**src/rtl/sobel_window_engine_if.sv**
```systemverilog
// ---------------------------------------------------------------------------
// sobel_window_engine_if
//   Bundles the control, frame-buffer read and result-stream signals of the
//   Sobel window engine.
//
//   Control      : i_START (pulse), o_BUSY, o_DONE (pulse)
//   Read bus     : o_READ strobe, o_ADDRESS {row[7:0], col[8:0]},
//                  i_DATA returned one cycle after the strobe
//   Result stream: o_PIX_VALID / i_PIX_READY handshake, o_PIX_DATA magnitude,
//                  o_PIX_ADDR {row[7:0], col[8:0]} of the result pixel
//
//   master : engine side
//   slave  : environment side (start source, frame buffer, edge-map writer)
// ---------------------------------------------------------------------------
interface sobel_window_engine_if #(
  parameter int DATA_W = 12
);
  logic              i_START;
  logic              o_BUSY;
  logic              o_DONE;
  logic              o_READ;
  logic [16:0]       o_ADDRESS;
  logic [DATA_W-1:0] i_DATA;
  logic              o_PIX_VALID;
  logic              i_PIX_READY;
  logic [DATA_W-1:0] o_PIX_DATA;
  logic [16:0]       o_PIX_ADDR;

  modport master (
    input  i_START, i_DATA, i_PIX_READY,
    output o_BUSY, o_DONE, o_READ, o_ADDRESS,
           o_PIX_VALID, o_PIX_DATA, o_PIX_ADDR
  );

  modport slave (
    output i_START, i_DATA, i_PIX_READY,
    input  o_BUSY, o_DONE, o_READ, o_ADDRESS,
           o_PIX_VALID, o_PIX_DATA, o_PIX_ADDR
  );
endinterface

```
**src/rtl/sobel_window_engine.sv**
```systemverilog
// ---------------------------------------------------------------------------
// sobel_window_engine
//   Walks an IMG_W x IMG_H frame in raster order. For every interior pixel it
//   reads the 3x3 neighbourhood from the frame buffer (nine back-to-back
//   reads), accumulates the Sobel Gx/Gy sums, and emits |Gx|+|Gy| saturated
//   to DATA_W bits together with the pixel address. Border pixels emit 0
//   without touching the frame buffer.
//
//   Ports
//     i_CLK  : clock, rising edge
//     i_RST  : synchronous active-high reset
//     bus    : sobel_window_engine_if.master
//              i_START/o_BUSY/o_DONE   frame-pass control
//              o_READ/o_ADDRESS/i_DATA frame-buffer read port (1-cycle latency)
//              o_PIX_*/i_PIX_READY     result stream, valid/ready
// ---------------------------------------------------------------------------
module sobel_window_engine #(
  parameter int IMG_W  = 320,
  parameter int IMG_H  = 240,
  parameter int DATA_W = 12
) (
  input  logic                   i_CLK,
  input  logic                   i_RST,
  sobel_window_engine_if.master  bus
);

  localparam int ROW_W = 8;
  localparam int COL_W = 9;
  localparam int ACC_W = DATA_W + 3;  // holds +/-4*(2^DATA_W-1)
  localparam int MAG_W = DATA_W + 4;  // |Gx|+|Gy| without overflow

  localparam logic [MAG_W-1:0] SAT_MAX = MAG_W'((1 << DATA_W) - 1);

  typedef enum logic [2:0] {
    IDLE,
    CHECK,
    FETCH,
    DRAIN,
    CALC,
    OUT,
    DONE
  } state_t;

  state_t state, state_n;

  logic [ROW_W-1:0]         row;
  logic [COL_W-1:0]         col;
  logic [3:0]               k;
  logic signed [ACC_W-1:0]  gx_acc;
  logic signed [ACC_W-1:0]  gy_acc;
  logic [DATA_W-1:0]        res_data;

  // Read issued in the previous cycle; its data is on i_DATA this cycle.
  logic                     vld_p0;
  logic [3:0]               tap_p0;

  logic                     is_border;
  logic                     is_last;
  logic                     handshake;
  logic [3:0]               tap_off;
  logic [ROW_W-1:0]         rd_row;
  logic [COL_W-1:0]         rd_col;

  // Window offset of tap k: {row offset, col offset}, each 0..2, row-major.
  function automatic logic [3:0] tap_offset(input logic [3:0] tap);
    case (tap)
      4'd0:    return {2'd0, 2'd0};
      4'd1:    return {2'd0, 2'd1};
      4'd2:    return {2'd0, 2'd2};
      4'd3:    return {2'd1, 2'd0};
      4'd4:    return {2'd1, 2'd1};
      4'd5:    return {2'd1, 2'd2};
      4'd6:    return {2'd2, 2'd0};
      4'd7:    return {2'd2, 2'd1};
      4'd8:    return {2'd2, 2'd2};
      default: return 4'd0;
    endcase
  endfunction

  // Weighted contribution of one tap; weights are 0, +/-1, +/-2 so a shift
  // and negate replace a multiplier.
  function automatic logic signed [ACC_W-1:0] sobel_term(
    input logic [3:0]        tap,
    input logic [DATA_W-1:0] pix,
    input logic              y_kernel
  );
    logic signed [ACC_W-1:0] p1;
    logic signed [ACC_W-1:0] p2;
    p1 = signed'({{(ACC_W-DATA_W){1'b0}}, pix});
    p2 = p1 <<< 1;
    if (!y_kernel) begin
      case (tap)
        4'd0, 4'd6: return -p1;
        4'd2, 4'd8: return p1;
        4'd3:       return -p2;
        4'd5:       return p2;
        default:    return '0;
      endcase
    end else begin
      case (tap)
        4'd0, 4'd2: return -p1;
        4'd1:       return -p2;
        4'd6, 4'd8: return p1;
        4'd7:       return p2;
        default:    return '0;
      endcase
    end
  endfunction

  // |gx|+|gy| clamped to the largest DATA_W value.
  function automatic logic [DATA_W-1:0] sat_mag(
    input logic signed [ACC_W-1:0] gx,
    input logic signed [ACC_W-1:0] gy
  );
    logic signed [ACC_W-1:0] ax;
    logic signed [ACC_W-1:0] ay;
    logic [MAG_W-1:0]        mag;
    ax  = gx[ACC_W-1] ? -gx : gx;
    ay  = gy[ACC_W-1] ? -gy : gy;
    mag = {1'b0, ax} + {1'b0, ay};
    if (mag > SAT_MAX) return {DATA_W{1'b1}};
    return mag[DATA_W-1:0];
  endfunction

  assign is_border = (row == '0) || (row == ROW_W'(IMG_H - 1)) ||
                     (col == '0) || (col == COL_W'(IMG_W - 1));
  assign is_last   = (row == ROW_W'(IMG_H - 1)) && (col == COL_W'(IMG_W - 1));
  assign handshake = (state == OUT) && bus.i_PIX_READY;

  assign tap_off = tap_offset(k);
  assign rd_row  = row + ROW_W'(tap_off[3:2]) - ROW_W'(1);
  assign rd_col  = col + COL_W'(tap_off[1:0]) - COL_W'(1);

  assign bus.o_PIX_DATA = res_data;
  assign bus.o_PIX_ADDR = {row, col};

  always_ff @(posedge i_CLK) begin
    if (i_RST) state <= IDLE;
    else       state <= state_n;
  end

  always_comb begin
    state_n         = state;
    bus.o_BUSY      = 1'b1;
    bus.o_DONE      = 1'b0;
    bus.o_READ      = 1'b0;
    bus.o_ADDRESS   = '0;
    bus.o_PIX_VALID = 1'b0;
    case (state)
      IDLE: begin
        bus.o_BUSY = 1'b0;
        if (bus.i_START) state_n = CHECK;
      end
      CHECK: state_n = is_border ? OUT : FETCH;
      FETCH: begin
        bus.o_READ    = 1'b1;
        bus.o_ADDRESS = {rd_row, rd_col};
        if (k == 4'd8) state_n = DRAIN;
      end
      DRAIN: state_n = CALC;
      CALC:  state_n = OUT;
      OUT: begin
        bus.o_PIX_VALID = 1'b1;
        if (handshake) state_n = is_last ? DONE : CHECK;
      end
      DONE: begin
        bus.o_BUSY = 1'b0;
        bus.o_DONE = 1'b1;
        state_n    = IDLE;
      end
      default: begin
        bus.o_BUSY = 1'b0;
        state_n    = IDLE;
      end
    endcase
  end

  // --- stage p0: read strobe -> captured tap, accumulate into Gx/Gy -------
  always_ff @(posedge i_CLK) begin
    if (i_RST) begin
      row      <= '0;
      col      <= '0;
      k        <= '0;
      gx_acc   <= '0;
      gy_acc   <= '0;
      res_data <= '0;
      vld_p0   <= 1'b0;
      tap_p0   <= '0;
    end else begin
      vld_p0 <= (state == FETCH);
      tap_p0 <= k;
      case (state)
        IDLE: begin
          if (bus.i_START) begin
            row <= '0;
            col <= '0;
          end
        end
        CHECK: begin
          k      <= '0;
          gx_acc <= '0;
          gy_acc <= '0;
          if (is_border) res_data <= '0;
        end
        FETCH: k <= k + 4'd1;
        // --- stage p1: final sums -> saturated magnitude -------------------
        CALC: res_data <= sat_mag(gx_acc, gy_acc);
        OUT: begin
          if (handshake) begin
            if (col == COL_W'(IMG_W - 1)) begin
              col <= '0;
              row <= row + ROW_W'(1);
            end else begin
              col <= col + COL_W'(1);
            end
          end
        end
        default: ;
      endcase
      // Only the FETCH cycles after the first read and DRAIN see vld_p0.
      if (vld_p0) begin
        gx_acc <= gx_acc + sobel_term(tap_p0, bus.i_DATA, 1'b0);
        gy_acc <= gy_acc + sobel_term(tap_p0, bus.i_DATA, 1'b1);
      end
    end
  end

endmodule

```
**src/flat_wrapper.sv**
```systemverilog
// flat-port wrapper written by rule: the top's interface ports become plain ports
module sobel_window_engine_flat 
#(
  parameter int IMG_W  = 320,
  parameter int IMG_H  = 240,
  parameter int DATA_W = 12
)
  (i_CLK, i_RST, bus_i_START, bus_i_DATA, bus_i_PIX_READY, bus_o_BUSY, bus_o_DONE, bus_o_READ, bus_o_ADDRESS, bus_o_PIX_VALID, bus_o_PIX_DATA, bus_o_PIX_ADDR);
  sobel_window_engine_if #(.DATA_W(DATA_W)) bus_i ();
  input  logic i_CLK;
  input  logic i_RST;
  input wire logic [$bits(bus_i.i_START)-1:0] bus_i_START;
  input wire logic [$bits(bus_i.i_DATA)-1:0] bus_i_DATA;
  input wire logic [$bits(bus_i.i_PIX_READY)-1:0] bus_i_PIX_READY;
  output wire logic [$bits(bus_i.o_BUSY)-1:0] bus_o_BUSY;
  output wire logic [$bits(bus_i.o_DONE)-1:0] bus_o_DONE;
  output wire logic [$bits(bus_i.o_READ)-1:0] bus_o_READ;
  output wire logic [$bits(bus_i.o_ADDRESS)-1:0] bus_o_ADDRESS;
  output wire logic [$bits(bus_i.o_PIX_VALID)-1:0] bus_o_PIX_VALID;
  output wire logic [$bits(bus_i.o_PIX_DATA)-1:0] bus_o_PIX_DATA;
  output wire logic [$bits(bus_i.o_PIX_ADDR)-1:0] bus_o_PIX_ADDR;
  assign bus_i.i_START = bus_i_START;
  assign bus_i.i_DATA = bus_i_DATA;
  assign bus_i.i_PIX_READY = bus_i_PIX_READY;
  assign bus_o_BUSY = bus_i.o_BUSY;
  assign bus_o_DONE = bus_i.o_DONE;
  assign bus_o_READ = bus_i.o_READ;
  assign bus_o_ADDRESS = bus_i.o_ADDRESS;
  assign bus_o_PIX_VALID = bus_i.o_PIX_VALID;
  assign bus_o_PIX_DATA = bus_i.o_PIX_DATA;
  assign bus_o_PIX_ADDR = bus_i.o_PIX_ADDR;
  sobel_window_engine #(.IMG_W(IMG_W), .IMG_H(IMG_H), .DATA_W(DATA_W)) u_core (.i_CLK(i_CLK), .i_RST(i_RST), .bus(bus_i));
endmodule
```
**config.mk**
```make
export PLATFORM = sky130hd
export DESIGN_NAME = sobel_window_engine_flat
export DESIGN_NICKNAME = d
export VERILOG_FILES = /design/src/rtl/sobel_window_engine_if.sv /design/src/rtl/sobel_window_engine.sv /design/src/flat_wrapper.sv
export SDC_FILE = /design/constraint.sdc
export NUM_CORES = 1
export LEC_CHECK = 0
export BUFFER_PORTS_ARGS = -buffer_cell sky130_fd_sc_hd__clkbuf_2
export CAP_MARGIN = 20
export CORE_UTILIZATION = 25
export DETAILED_ROUTE_END_ITERATION = 8
export PLACE_DENSITY_LB_ADDON = 0.1
export SLEW_MARGIN = 25
export SYNTH_ARGS = -nofsm -noshare
export SYNTH_HDL_FRONTEND = slang
export SYNTH_SLANG_ARGS = --single-unit
```
**constraint.sdc**
```tcl
create_clock -name i_CLK -period 7.9 [get_ports i_CLK]
set_clock_uncertainty 0.15 [all_clocks]
set_input_delay 0.395 -clock i_CLK [delete_from_list [all_inputs] [get_ports i_CLK]]
set_output_delay 0.395 -clock i_CLK [all_outputs]
set_load 0.005 [all_outputs]
```
==> key figures, run 1 <==
Synthesis
  • Synth Warn #: 0
  • Mean Syn Cell Area: 7.61 um2
  • Most numerous cell in the Yosys netlist: nor2_1
  • Syn Inst Count: 967
  • Yosys top cell by area: dfxtp_1
  • Seq/Total Area, Yosys: 20.4%
  • Top cell type's share of synthesized area: 20.4%
  • Synthesized flop and latch total: 75
  • Most instantiated cells after synthesis: nor2_1 (111), ha_1 (90), a21oi_1 (81)
  • EDFF count, synth: 0
  • Top cells by area, synth: dfxtp_1 (20%), ha_1 (15%), xnor2_1 (7.9%)
  • Syn Nets: 1078
  • Synthesized cell area: 0.00735 mm2
  • Async SR Flop Fraction: 0%
  • Distinct cells, synth: 68
  • Post-synth top flop: dfxtp_1

Routing
  • DR vias/cell: 4.90
  • WL final: 21.8 mm
  • Starting DRT DRC Count: 322
  • Vias post-DR: 6839
  • Final ANT Viol Nets: 0
  • Drt drc: 0
  • TritonRoute pass-1 iters: 5
  • WL/cell: 15.6 um

Clock tree
  • Clock tree buffer depth: 2
  • Post-CTS Setup Inserts: 0
  • CTS tree: built
  • Htree depth: 3
  • Clock Latency Late Sink: 0.35 ns
  • Clock transition at the registers of the reported paths: 0.07 ns
  • Hold_buf cts: 0
  • Post-CTS Resized: 0
  • CTS Sinks: 75
  • Clk root buf: clkbuf_16
  • CTS Buf Count: 9

Power and ir drop
  • Cell area power density: 112 mW/mm2
  • Peak supply drop: 82.1 uV
  • Total Power: 0.935 mW
  • Leak pwr: 3.56 nW

Timing
  • Highest Clock Rate: 245 MHz
  • Period utilisation layout: 51.7%
  • Setup TNS: 0 ns
  • Hold_ws: 0.281 ns
  • Final worst slack: 3.82 ns
  • Setup violations, final: 0
  • Min Tclk post-route: 4.08 ns
  • RSZ-0062 raised after global routing: false
  • Slew HR: 34.7%
  • Worst-Margin Slew: 0.971 ns
  • Final hold vios: 0
  • Max-slew violations: 0

Setup path
  • Crit path DAT: 4.22 ns
  • Flop2flop setup slack: 3.82 ns
  • CP Class: reg -> reg
  • Startpoint Class: flip-flop
  • Worst setup EP type: flip-flop
  • Worst EP required: 8.03 ns
  • Maximum fanout along the worst path: 11

Global route
  • Tot GR Track Use: 14.9%
  • Initial antenna violation count: 0
  • Congestion Overflow GR: 0
  • First-pass GRT wire length: 35.7 mm
  • Number of global-route vias before repair: 6409
  • Largest net degree at the start of global routing: 50

Floorplan
  • Die Wd: 174 um
  • # IOs: 66
  • Num rows: 62
  • Die area: 0.0301 mm2
  • Initial core utilization: 25.5%
  • Die span in y: 174 um
  • Core ar.: 0.0289 mm2

Outcome
  • Status: complete, no violations

Worst hold path
  • HP Class: in -> reg

Place
  • DP HPWL: 17.4 mm
  • Pre-CTS WS: 3.70 ns
  • IO Port Bufs: 65
  • Placer Congestion: 0.790

Cells and area
  • Final core utilization: 28.8%
  • Nets: 1118
  • Ratio of cells with drive above 1 in the final layout: 10.5%
  • # diodes: 0
  • Synth-to-layout area growth: 13.0%

Job
  • Max-Cap Viols: 0
layer usage:
layer  up-vias  part of all wire [%]  track usage (%)
met1      3142                    54             22.6
met4         0                   1.7             4.76
li1       3562                     -                -
met3        22                   2.6             1.73
met2       113                    41             21.5
met5         -                     0                0
power breakdown:
part | total [mW] | switching [mW] | internal, mW
combinational | 0.131 | 0.0847 | 0.0463
clock | 0.408 | 0.190 | 0.218
sequential | 0.396 | 0.0107 | 0.385
registers in the layout (all words and copies together), names as in the netlist:
register	cells
u_core.col	9
u_core.vld_p0	1
u_core.gx_acc	15
u_core.row	8
u_core.gy_acc	15
u_core.tap_p0	4
u_core.bus.o_PIX_DATA	12
u_core.k	4
u_core.state	3
u_core.tap_off	4
critical path, cell delays in order (launching register included):
cell and delay, ns:
dfxtp_1 0.49, nand2_1 0.11, nor2_1 0.09, a21oi_1 0.08, nor2_1 0.65, nor2_1 0.12, nor2_1 0.29, ha_1 0.25
inv_1 0.06, fa_1 0.40, nor2b_1 0.18, o2111ai_1 0.21, nand3_1 0.20, a31oi_1 0.12, xnor2_1 0.34, a21oi_1 0.12
o22ai_1 0.15
worst paths after layout:
kind                                          startpoint                       end  depth (start not counted)
worst min register to register  u_core.bus.o_PIX_DATA[0]  u_core.bus.o_PIX_DATA[0]                          2
worst max register to register          u_core.tap_p0[2]         u_core.gx_acc[14]                         16
worst min-delay path                     bus_i_PIX_READY           u_core.state[2]                          3
worst max-delay path                    u_core.tap_p0[2]         u_core.gx_acc[14]                         16
cell usage in the layout (no fill, tap or decap), types with 5 or more instances in the layout:
cell       count
clkbuf_2      65
o22ai_1        9
a31oi_1        6
inv_1         61
nand3_1       22
nand2b_1      11
xnor2_1       66
o21ai_0       57
nor2b_1       14
o311ai_0       5
a222oi_1       9
a21oi_1       81
nor2_1       111
ha_1          90
or3_1          8
nor4_1         6
xor2_1        23
nor3_1        32
dfxtp_1       75
o21bai_1       6
nand2_1       71
nand4_1        5
o31ai_1        6
buf_4          5
a21o_1        18
a22oi_1        7
clkbuf_16      9
a22o_1        15
and3_1         5
a211oi_1      20
o21a_1        12
fa_1           5
o211ai_1       8
through the flow:
stage	std cells	cell area (um2)
3_5_place_dp	1380	8030
5_1_grt	1396	8310
3_3_place_gp	1380	8030
6_report	1396	8310
2_1_floorplan	967	7350
4_1_cts	1396	8310
cell type report:
cell class | count | area [um2]
clock buffers | 9 | 225
clock inverters | 7 | 57.6
fillers | 3186 | 20500
inverters | 61 | 229
multi-input cells | 790 | 5450
flip-flops and latches | 75 | 1500
well taps | 384 | 480
repair buffers | 70 | 363
cell families (layout without fill, tap and decap cells):
family | count (synthesis) | after routing | share of synthesized area [%]
compound gates | 288 | 288 | 25.7
xor+xnor | 89 | 89 | 10.6
fa+ha+maj | 95 | 95 | 16.7
buf+inv | 102 | 147 | 5.46
flops | 75 | 75 | 20.4
mux | 5 | 5 | 0.715
simple gates | 313 | 313 | 20.4
Note: power is estimated with default switching activity, not from simulation.
==> inputs of run 2 (changes only) <==
==> constraint.sdc (replaced) <==
create_clock -name i_CLK -period 3.3 [get_ports i_CLK]
set_clock_uncertainty 0.15 [all_clocks]
set_input_delay 0.165 -clock i_CLK [delete_from_list [all_inputs] [get_ports i_CLK]]
set_output_delay 0.165 -clock i_CLK [all_outputs]
set_load 0.005 [all_outputs]
==> run 2 against run 1 <==
  * The flow now finishes with violations (negative setup slack)
  * Clock power rose to 2.5 times the previous value
  * Flip-flop and latch count did not move
  * Largest cell class unchanged
  * Highest routed layer unchanged
  * Combinational power rose to 3.0 times the previous value
  * Critical path type unchanged
  * Non-clock buffer count rose by 192
  * Design area rose by 23%
  * Critical endpoint is now u_core.bus.o_PIX_DATA[2]
  * Clock-buffer cell count rose by 1
==> key figures, run 2 (same netlist as run 1, synthesis figures left out) <==
Routing
  • DR vias/cell: 4.78
  • Final ANT Viol Nets: 0
  • WL final: 24.6 mm
  • TritonRoute pass-1 iters: 5
  • Starting DRT DRC Count: 342
  • WL/cell: 15.5 um
  • Vias post-DR: 7596
  • Drt drc: 0

Place
  • IO Port Bufs: 65
  • DP Area: 0.00941 mm2
  • DP HPWL: 20.0 mm
  • Placer Congestion: 0.781
  • Pre-CTS WS: -0.354 ns

Clock tree
  • Htree depth: 3
  • Clock Latency Late Sink: 0.35 ns
  • Clock tree buffer depth: 2
  • CTS Buf Count: 9
  • CTS tree: built
  • CTS Sinks: 75
  • Clock transition at the registers of the reported paths: 0.06 ns
  • Clk root buf: clkbuf_16

Timing
  • Final hold vios: 0
  • Slew HR: 45.1%
  • RSZ-0062 raised after global routing: true
  • Min Tclk post-route: 3.45 ns
  • Period utilisation layout: 104%
  • Highest Clock Rate: 290 MHz
  • Worst-Margin Slew: 0.822 ns
  • Setup violations, final: 12
  • Final worst slack: -0.148 ns
  • Setup TNS: -1.29 ns
  • Max-slew violations: 0

Cells and area
  • Commonest non-fill, non-tap cell in the layout: buf_4
  • Nets: 1311
  • Post-route cell area: 0.0102 mm2
  • Most frequent cells in the layout: buf_4 (190), nor2_1 (106), ha_1 (84)
  • Final core utilization: 35.3%
  • # diodes: 0
  • Filler cells: 3108
  • Register area: 0.00152 mm2
  • Synth-to-layout area growth: 38.7%
  • Ratio of cells with drive above 1 in the final layout: 31.1%
  • Area occupied by multi-input gates: 0.00582 mm2

Power and ir drop
  • NetSw: 0.687 mW
  • Sequential fraction of design power: 39.5%
  • Switching portion of total power: 28.9%
  • Cell area power density: 233 mW/mm2
  • Peak supply drop: 237 uV
  • Leak pwr: 4.61 nW
  • Total Power: 2.38 mW
  • Gate power share: 16.6%
  • Clock network power share: 43.8%
  • Internal Power: 1.69 mW

Global route
  • Tot GR Track Use: 16.5%
  • Initial antenna violation count: 0
  • Largest net degree at the start of global routing: 32
  • Congestion Overflow GR: 0
  • First-pass GRT wire length: 39.4 mm
  • Number of global-route vias before repair: 7135

Setup path
  • Worst EP required: 3.37 ns
  • Worst setup EP type: flip-flop
  • CP Class: reg -> reg
  • Maximum fanout along the worst path: 5
  • Startpoint Class: flip-flop
  • Crit path DAT: 3.52 ns

Floorplan
  • Die Wd: 174 um
  • Core ar.: 0.0289 mm2
  • Num rows: 62
  • # IOs: 66
  • Initial core utilization: 25.5%
  • Die area: 0.0301 mm2
  • Die span in y: 174 um

Job
  • Max-Cap Viols: 0

Outcome
  • Status: finished with violations
  • Failing checks: negative setup slack

Worst hold path
  • HP Class: in -> reg
run 2: cell types whose count changed in the layout (fill, tap and decap cells not counted), sizes merged:
cell,change
buf,+191
bufinv,+1
clkbuf,+1
clkinv,+1
clkinvlp,+1
dlygate4sd3,+1
inv,-4
nor2,+1
run 2: routing by layer:
metal | vias to the layer above | global-route usage (%) | part of all wire (%)
li1 | 3954 | - | -
met5 | - | 0 | 0
met4 | 0 | 3.65 | 1.1
met2 | 101 | 24.8 | 43
met1 | 3526 | 24.8 | 54
met3 | 15 | 2.04 | 2.4
run 2: critical path: stages, from the launching register on:
cell and delay, ns:
dfxtp_1 0.31, or4_4 0.53, or2_4 0.25, nand2b_4 0.14, o21ai_2 0.14, xnor2_1 0.08
ha_2 0.33, or4b_4 0.46, a21oi_2 0.14, nand2_1 0.06, o21ai_1 0.13, mux2i_1 0.09
buf_4 0.17, buf_12 0.12, nor2_4 0.13, a211oi_1 0.08
run 2: timing repair:
action / CTS / global route
endpoints found under the hold margin: 2 / 0
pin swaps: 21 / 41
buffers inserted: 4 / 13
hold buffers: 1 / 0
resized for setup: 31 / 68
cloned: 1 / 0
endpoints found under the setup margin: 20 / 31
run 2: layout make-up:
cell class	instances	area share (%)
inverter	61	2.28
timing repair buffer	262	18.1
tap	384	4.71
multi-input combinational	791	57.0
clock inverter	6	0.626
clock buffer	10	2.34
sequential	75	14.9
run 2: power by group through the flow:
stage | Sequential, mW | Combinational, mW | Clock [mW]
2_1_floorplan | 0.953 | 0.232 | 0
3_3_place_gp | 0.964 | 0.379 | 0
3_5_place_dp | 0.964 | 0.377 | 0
4_1_cts | 0.943 | 0.390 | 1.07
5_1_grt | 0.945 | 0.439 | 1.12
6_report | 0.940 | 0.396 | 1.04
run 2: worst paths after layout:
path	slack, ns	startpoint	to	cells after the start
setup / recovery	-0.15	u_core.gy_acc[2]	u_core.bus.o_PIX_DATA[2]	15
hold / removal	0.04	bus_i_PIX_READY	u_core.state[2]	3
setup reg to reg	-0.15	u_core.gy_acc[2]	u_core.bus.o_PIX_DATA[2]	15
hold reg to reg	0.37	u_core.bus.o_PIX_DATA[1]	u_core.bus.o_PIX_DATA[1]	2
run 2: per-stage QoR:
step | hold WS (ns) | instances
finish | 0.0429 | 1589
global route | 0.0747 | 1589
CTS | 0.0402 | 1577
detailed placement | 0.285 | 1555
global placement | 0.282 | 1555
floorplan | 0.210 | 967
